**config.mk**
```make
export PLATFORM = sky130hd
export DESIGN_NAME = add_sub_pipe_flat
export DESIGN_NICKNAME = d
export VERILOG_FILES = /design/src/rtl/add_sub_pipe_if.sv /design/src/rtl/add_sub_pipe.sv /design/src/flat_wrapper.sv
export SDC_FILE = /design/constraint.sdc
export NUM_CORES = 1
export LEC_CHECK = 0
export CORE_ASPECT_RATIO = 0.6
export CORE_MARGIN = 2
export CORE_UTILIZATION = 49
export CTS_CLUSTER_DIAMETER = 100
export DETAILED_ROUTE_END_ITERATION = 7
export MAX_ROUTING_LAYER = met4
export PLACE_DENSITY = 0.75
export SYNTH_ARGS = -nofsm -noshare
export SYNTH_HDL_FRONTEND = slang
export SYNTH_SLANG_ARGS = --single-unit
```
**constraint.sdc**
```tcl
create_clock -name clk -period 1.8 [get_ports clk]
set_input_delay 0.36 -clock clk [delete_from_list [all_inputs] [get_ports clk]]
set_output_delay 0.36 -clock clk [all_outputs]
set_load 0.01 [all_outputs]
```
**src/rtl/add_sub_pipe_if.sv**
```systemverilog
// Operand/result handshake bundle for add_sub_pipe.
// master drives operands and out_ready; slave is the pipeline itself.
interface add_sub_pipe_if #(
    parameter int WIDTH = 16
);
    logic             in_valid;
    logic             in_ready;
    logic [WIDTH-1:0] a;
    logic [WIDTH-1:0] b;
    logic             cin;
    logic             sub;
    logic             out_valid;
    logic             out_ready;
    logic [WIDTH-1:0] sum;
    logic             cout;
    logic             ovf;

    modport master (
        output in_valid, a, b, cin, sub, out_ready,
        input  in_ready, out_valid, sum, cout, ovf
    );

    modport slave (
        input  in_valid, a, b, cin, sub, out_ready,
        output in_ready, out_valid, sum, cout, ovf
    );
endinterface

```
**src/rtl/add_sub_pipe.sv**
```systemverilog
// Pipelined WIDTH-bit two's-complement adder/subtractor: one WIDTH/STAGES slice
// per stage, carry registered between stages, valid/ready with full backpressure.
module add_sub_pipe #(
    parameter int WIDTH  = 16,
    parameter int STAGES = 4
) (
    input  logic         clk,
    input  logic         rst_n,
    add_sub_pipe_if.slave bus
);
    localparam int WS = WIDTH / STAGES;

    if (STAGES < 1 || STAGES > WIDTH || (WIDTH % STAGES) != 0) begin : g_bad_params
        $error("add_sub_pipe: STAGES must divide WIDTH and lie in 1..WIDTH");
    end

    logic             stall;
    logic             accept;
    logic             cin_eff;
    logic [WIDTH-1:0] b_eff;

    // A full stall freezes every stage; empty slots are never squeezed out.
    assign stall        = bus.out_valid && !bus.out_ready;
    assign bus.in_ready = !stall;
    assign accept       = bus.in_valid && !stall;
    assign b_eff        = bus.sub ? ~bus.b : bus.b;
    assign cin_eff      = bus.cin ^ bus.sub;

    for (genvar gi = 0; gi < STAGES; gi++) begin : g_stage
        // REM: operand bits still to be added on entry; DONE: sum bits complete on exit.
        localparam int REM  = WIDTH - gi * WS;
        localparam int DONE = (gi + 1) * WS;

        logic [REM-1:0]  op_a;
        logic [REM-1:0]  op_b;
        logic            c_in;
        logic            v_in;
        logic [WS:0]     slice;
        logic [DONE-1:0] sum_next;
        logic [DONE-1:0] sum_reg;
        logic            carry_reg;
        logic            valid_reg;

        if (gi == 0) begin : g_head
            assign op_a     = bus.a;
            assign op_b     = b_eff;
            assign c_in     = cin_eff;
            assign v_in     = accept;
            assign sum_next = slice[WS-1:0];
        end else begin : g_tail
            assign op_a     = g_stage[gi-1].g_upper.op_a_reg;
            assign op_b     = g_stage[gi-1].g_upper.op_b_reg;
            assign c_in     = g_stage[gi-1].carry_reg;
            assign v_in     = g_stage[gi-1].valid_reg;
            assign sum_next = {slice[WS-1:0], g_stage[gi-1].sum_reg};
        end

        assign slice = {1'b0, op_a[WS-1:0]} + {1'b0, op_b[WS-1:0]} + {{WS{1'b0}}, c_in};

        always_ff @(posedge clk or negedge rst_n) begin
            if (!rst_n) begin
                valid_reg <= 1'b0;
                carry_reg <= 1'b0;
                sum_reg   <= '0;
            end else if (!stall) begin
                valid_reg <= v_in;
                carry_reg <= slice[WS];
                sum_reg   <= sum_next;
            end
        end

        if (gi < STAGES - 1) begin : g_upper
            // Operand slices not yet added ride along with the beat.
            logic [REM-WS-1:0] op_a_reg;
            logic [REM-WS-1:0] op_b_reg;

            always_ff @(posedge clk or negedge rst_n) begin
                if (!rst_n) begin
                    op_a_reg <= '0;
                    op_b_reg <= '0;
                end else if (!stall) begin
                    op_a_reg <= op_a[REM-1:WS];
                    op_b_reg <= op_b[REM-1:WS];
                end
            end
        end else begin : g_last
            // Signed overflow: like-signed operands yielding an opposite-signed result.
            logic ovf_reg;

            always_ff @(posedge clk or negedge rst_n) begin
                if (!rst_n) begin
                    ovf_reg <= 1'b0;
                end else if (!stall) begin
                    ovf_reg <= (op_a[WS-1] == op_b[WS-1]) && (slice[WS-1] != op_a[WS-1]);
                end
            end
        end
    end

    assign bus.out_valid = g_stage[STAGES-1].valid_reg;
    assign bus.sum       = g_stage[STAGES-1].sum_reg;
    assign bus.cout      = g_stage[STAGES-1].carry_reg;
    assign bus.ovf       = g_stage[STAGES-1].g_last.ovf_reg;
endmodule

```
**src/flat_wrapper.sv**
```systemverilog
// flat-port wrapper written by rule: the top's interface ports become plain ports
module add_sub_pipe_flat 
#(
    parameter int WIDTH  = 16,
    parameter int STAGES = 4
)
  (clk, rst_n, bus_in_valid, bus_a, bus_b, bus_cin, bus_sub, bus_out_ready, bus_in_ready, bus_out_valid, bus_sum, bus_cout, bus_ovf);
  add_sub_pipe_if #(.WIDTH(WIDTH)) bus_i ();
  input  logic clk;
  input  logic rst_n;
  input wire logic [$bits(bus_i.in_valid)-1:0] bus_in_valid;
  input wire logic [$bits(bus_i.a)-1:0] bus_a;
  input wire logic [$bits(bus_i.b)-1:0] bus_b;
  input wire logic [$bits(bus_i.cin)-1:0] bus_cin;
  input wire logic [$bits(bus_i.sub)-1:0] bus_sub;
  input wire logic [$bits(bus_i.out_ready)-1:0] bus_out_ready;
  output wire logic [$bits(bus_i.in_ready)-1:0] bus_in_ready;
  output wire logic [$bits(bus_i.out_valid)-1:0] bus_out_valid;
  output wire logic [$bits(bus_i.sum)-1:0] bus_sum;
  output wire logic [$bits(bus_i.cout)-1:0] bus_cout;
  output wire logic [$bits(bus_i.ovf)-1:0] bus_ovf;
  assign bus_i.in_valid = bus_in_valid;
  assign bus_i.a = bus_a;
  assign bus_i.b = bus_b;
  assign bus_i.cin = bus_cin;
  assign bus_i.sub = bus_sub;
  assign bus_i.out_ready = bus_out_ready;
  assign bus_in_ready = bus_i.in_ready;
  assign bus_out_valid = bus_i.out_valid;
  assign bus_sum = bus_i.sum;
  assign bus_cout = bus_i.cout;
  assign bus_ovf = bus_i.ovf;
  add_sub_pipe #(.WIDTH(WIDTH), .STAGES(STAGES)) u_core (.clk(clk), .rst_n(rst_n), .bus(bus_i));
endmodule
```
### Word level (Yosys, flattened, before mapping)

Index checks and enable logic that the tools add are counted.

* add/sub/neg operators: 8
* eq/ne operators: 2
* multiplexer cells: 1
* bitwise gates (word level): 2
* reductions and logical operators: 5

Operators with widths (count)
* adder 4 x 4 -> 5 bit: 4
* adder 5 x 1 -> 5 bit: 4
* 2-to-1 mux 16 bit: 1
* inverter 16 bit: 1
* logical AND 1 bit: 3
* logical NOT 1 bit: 2
* == test 1 bit: 1
* inequality test 1 bit: 1
* XOR 1 bit: 1

* register bits after elaboration: 97
* input port bits: 38
* output and inout port bits: 20
* word-level logic and storage cells: 37

### Longest topological paths before layout

* word-level depth: 4
* depth in mapped cells: 8
* mapped depth without buffers: 6

### Worst setup path after synthesis

OpenSTA, ideal clock, no wires.

* kind: input-to-reg
* from: input bus_sub
* to: register u_core.g_stage[0].carry_reg
* setup time: 0.128 ns
* arrival time: 2.070 ns
* data required time: 1.672 ns
* path slack: -0.398 ns
* stages: 8
* buffers on the path: 2
* cells stage by stage: buf_4 > buf_4 > xor2_1 > fa_1 > fa_1 > a21o_1 > a21oi_1 > a21oi_1

* word-level cells in the longest chain between the ends: 3
* elaborated cells on any way between the ends: 4
* those cells by class: add/sub (2); mux (1); bitwise (1)

Ends and longest elaborated chain
* start: declaration: RTL line flat_wrapper.sv:15 `input wire logic [$bits(bus_i.sub)-1:0] bus_sub;`
* 2-to-1 mux 16 bit: RTL line add_sub_pipe.sv:26 `assign b_eff = bus.sub ? ~bus.b : bus.b;`
* adder 4 x 4 -> 5 bit: RTL line add_sub_pipe.sv:58 `assign slice = {1'b0, op_a[WS-1:0]} + {1'b0, op_b[WS-1:0]} + {{WS{1'b0}}, c_in};`
* adder 5 x 1 -> 5 bit *: RTL line add_sub_pipe.sv:58
* end signal: assignment: RTL line add_sub_pipe.sv:67 `carry_reg <= slice[WS];`
* end: declaration: RTL line add_sub_pipe.sv:41 `logic carry_reg;`

Every way passes the cells marked *; elsewhere a longest branch is shown, timed or not.
A chain may end at the register's enable or synchronous reset.

### Worst setup path after layout

* from: input bus_b[0]
* to: register u_core.g_stage[0].carry_reg

* word-level cells in the longest chain between the ends: 4

Ends and longest elaborated chain
* start: declaration: RTL line flat_wrapper.sv:13 `input wire logic [$bits(bus_i.b)-1:0] bus_b;`
* inverter 16 bit: RTL line add_sub_pipe.sv:26
* 2-to-1 mux 16 bit *: RTL line add_sub_pipe.sv:26
* adder 4 x 4 -> 5 bit *: RTL line add_sub_pipe.sv:58
* adder 5 x 1 -> 5 bit *: RTL line add_sub_pipe.sv:58

Marks and branches as above.

==> summary.txt <==
Place
  – Placed Instance Area: 5137 um^2
  – IO buf count: 57
  – GPL Wtd Cong: 0.7889
  – HPWL Detailed: 5971 um

Setup path
  – CP top delay family: adder cells
  – Critical path arrival: 1.96 ns
  – Nature of the critical path endpoint: flop
  – Worst path cell trace: clkdlybuf4s15_1 -> xor2_2 -> fa_2 -> fa_2 -> a21o_1 -> a21oi_2 -> a21oi_2
  – Worst path max stage delay: 0.43 ns
  – WP buf/inv: 1
  – CP max FO: 2
  – Critical path class: in -> reg
  – Data required, critical path: 2.02 ns
  – Crit path launch type: input port
  – Crit-path slowest cell: fa_2

Timing
  – Max-slew violation count: 0
  – Slew Limit Headroom: 74.03%
  – Hold slack: 0.4644 ns
  – Actual slew at the worst max-slew pin: 0.3895 ns
  – Tmin final: 1.738 ns
  – Final Setup Violations: 0
  – Period Utilization, post-route: 96.57%
  – Fmax: 575.3 MHz
  – Hold Vio Cnt, Final: 0
  – Clock skew: 0.002538 ns

GRT
  – GR peak layer: met2
  – Antenna violations before repair: 0
  – M1 GR Usage: 25.15%
  – Largest net degree at the start of global routing: 64
  – Met3 global-route usage: 7.048%
  – Vias in the first global route: 3240
  – GRT met2 Usage: 30.00%
  – First-pass GRT wire length: 14590 um
  – Grt ovf: 0
  – Total track usage: 19.46%

Power and ir drop
  – Internal: 6.079 mW
  – Sequential Power Share: 40.4%
  – Clock power share: 22.5%
  – Final total power: 9.194 mW
  – Leak: 2.728 nW
  – Logic pwr share: 37.1%
  – Switching power total: 3.115 mW
  – Pwr dens: 1671 nW/um^2
  – Maximum vdd ir drop: 0.0006015 V
  – Sw frac: 33.88%

Logic synthesis
  – Synth area leader: dfrtp_1
  – Share of the synthesized area in the top cell type: 56.12%
  – Most frequent cell after synthesis: nand2_1
  – Post-Syn Nets: 519
  – Gate Count Post-Synth: 461
  – Synth Flop Type: dfrtp_1
  – Synth warn: 0
  – Synth top area cells: dfrtp_1 (56%), nand2_1 (19%), fa_1 (3.7%)
  – Async S/R FF share, synth: 100.0%
  – Post-synth EDFFs: 0
  – #FFs+latches synth: 97
  – Synthesized area: 4325 um^2
  – Most frequent cells after synthesis: nand2_1 (224), dfrtp_1 (97), o21ai_0 (19)
  – Avg Cell Area, Syn: 9.383 um^2
  – Yosys cell types: 27
  – Sequential element share of the synthesized area: 56.12%

Clocking
  – Clock buffer depth: 2
  – Clk pin slew, worst setup/hold paths: 0.06 ns
  – CTS tree: done
  – Clk_lat worst skew: 0.34 ns
  – CTS Root Cell: clkbuf_16
  – CTS buffer count: 9
  – Clk sinks: 97
  – H-tree levels: 3

Layout
  – Final Net Count: 586
  – Antenna cells: 0
  – Fill cell count: 691
  – Fin area: 5502 um^2
  – Syn-to-layout area delta: 27.19%
  – Share of post-route cells with drive strength above 1: 9.398%

Flow run
  – MaxCap Viol Count: 0

Floorplanning
  – IO Count: 58
  – # rows: 26
  – Die width: 125.3 um
  – Chip height: 76.78 um
  – Die area: 9620 um^2
  – Core footprint: 8556 um^2
  – Initial Utilization: 50.56%

Run status
  – Status: finished, final reports clean

Hold path
  – Worst min path class: reg -> reg

Drt
  – Via count: 3173
  – Routed len/inst: 13.09 um
  – Total Routed Length: 8433 um
  – DR iter-0 viols: 222
  – DR DRC count: 0
  – DR pass1 iterations: 4
  – Post-route ant nets: 0
  – Via density: 4.927
[routing by layer]
| layer | share of wire [%] | vias up | wire length, um |
|---|---|---|---|
| met5 | 0 | - | 0 |
| li1 | - | 1583 | - |
| met1 | 48 | 1513 | 4079 |
| met4 | 1.2 | 0 | 104 |
| met3 | 5.1 | 7 | 426 |
| met2 | 45 | 70 | 3822 |
[worst reg2reg max path: stages (launching register included)]
cell and delay (ns):
dfrtp_1 0.42, fa_2 0.41, fa_1 0.39, a21o_1 0.20, a21oi_2 0.12, a21oi_1 0.07
[stage by stage]
step / worst slack [ns] / setup TNS (ns) / util (%) / cells
6_report: 0.06167 / 0 / 64.30 / 644
3_5_place_dp: -0.6787 / -3.035 / 60.05 / 627
5_1_grt: -0.008869 / -0.01353 / 64.30 / 644
2_1_floorplan: -0.2217 / -0.4212 / - / 461
4_1_cts: 0.002481 / 0 / 64.10 / 643
3_3_place_gp: -0.5722 / -2.345 / 60.05 / 627
[final timing paths]
kind / from / to / slack, ns / depth (start not counted)
max reg2reg: u_core.g_stage[0].g_upper.op_b_reg[0] / u_core.g_stage[1].carry_reg / 0.06 / 5
max in group asynchronous: rst_n / u_core.bus.sum[3] / 0.79 / 3
min in group asynchronous: rst_n / u_core.bus.sum[9] / 0.48 / 2
min reg2reg: u_core.g_stage[1].g_upper.op_a_reg[6] / u_core.g_stage[1].g_upper.op_a_reg[6] / 0.46 / 2
max: bus_b[0] / u_core.g_stage[0].carry_reg / 0.06 / 7
min: u_core.g_stage[1].g_upper.op_a_reg[6] / u_core.g_stage[1].g_upper.op_a_reg[6] / 0.46 / 2
[cells by family (layout without fill, tap and decap cells)]
group	after synthesis	count (layout)	share of synthesized area [%]
DFF	97	97	56.12
adders and majority gates	20	20	7.174
and+or+nand+nor	243	243	21.98
muxes	3	3	0.6943
buffers and inverters	33	104	3.674
AOI/OAI and AO/OA	45	45	6.306
xor gates and xnor gates	20	20	4.050
[power groups by stage]
| stage | logic, mW | clock network (mW) | registers, mW |
|---|---|---|---|
| 2_1_floorplan | 2.09 | 0 | 3.71 |
| 3_3_place_gp | 3.25 | 0 | 3.70 |
| 3_5_place_dp | 3.38 | 0 | 3.74 |
| 4_1_cts | 3.41 | 2.13 | 3.72 |
| 5_1_grt | 3.88 | 2.20 | 3.84 |
| 6_report | 3.41 | 2.07 | 3.71 |
[layout make-up]
type / count / area [um^2] / area share, %
multi-input cells: 331 / 1770 / 32.18
repair buffers: 79 / 797.0 / 14.49
flip-flops and latches: 97 / 2427 / 44.12
inverters: 10 / 37.54 / 0.6823
well taps: 112 / 140.1 / 2.547
clock buffers: 11 / 252.7 / 4.594
clock inverters: 4 / 76.32 / 1.387
[layout by cell type, fill, tap and decap left out, types with 2 or more instances in the layout]
cell type	instances
a21oi_2	3
o2111ai_1	3
inv_1	9
nand3_1	4
nor2b_1	4
xnor2_1	15
fa_2	5
dlygate4sd2_1	2
a211oi_1	2
dfrtp_1	97
a21oi_1	9
bufinv_16	2
clkdlybuf4s50_1	51
buf_12	5
a21o_1	5
clkbuf_8	2
o21ai_0	18
xor2_1	4
ha_1	12
clkbuf_16	9
or4_1	3
mux2i_1	3
buf_4	16
nand2_1	224
nor2_1	6
a21boi_0	2
fa_1	3
[timing repair]
action | CTS | global route
endpoints found under the hold margin | 26 | 0
resized for setup | 8 | 7
setup endpoints to repair | 7 | 4
buffers inserted | 0 | 1
hold buffers | 1 | 0
pin swaps | 4 | 5
No activity file was read; power rests on OpenSTA's default activity.
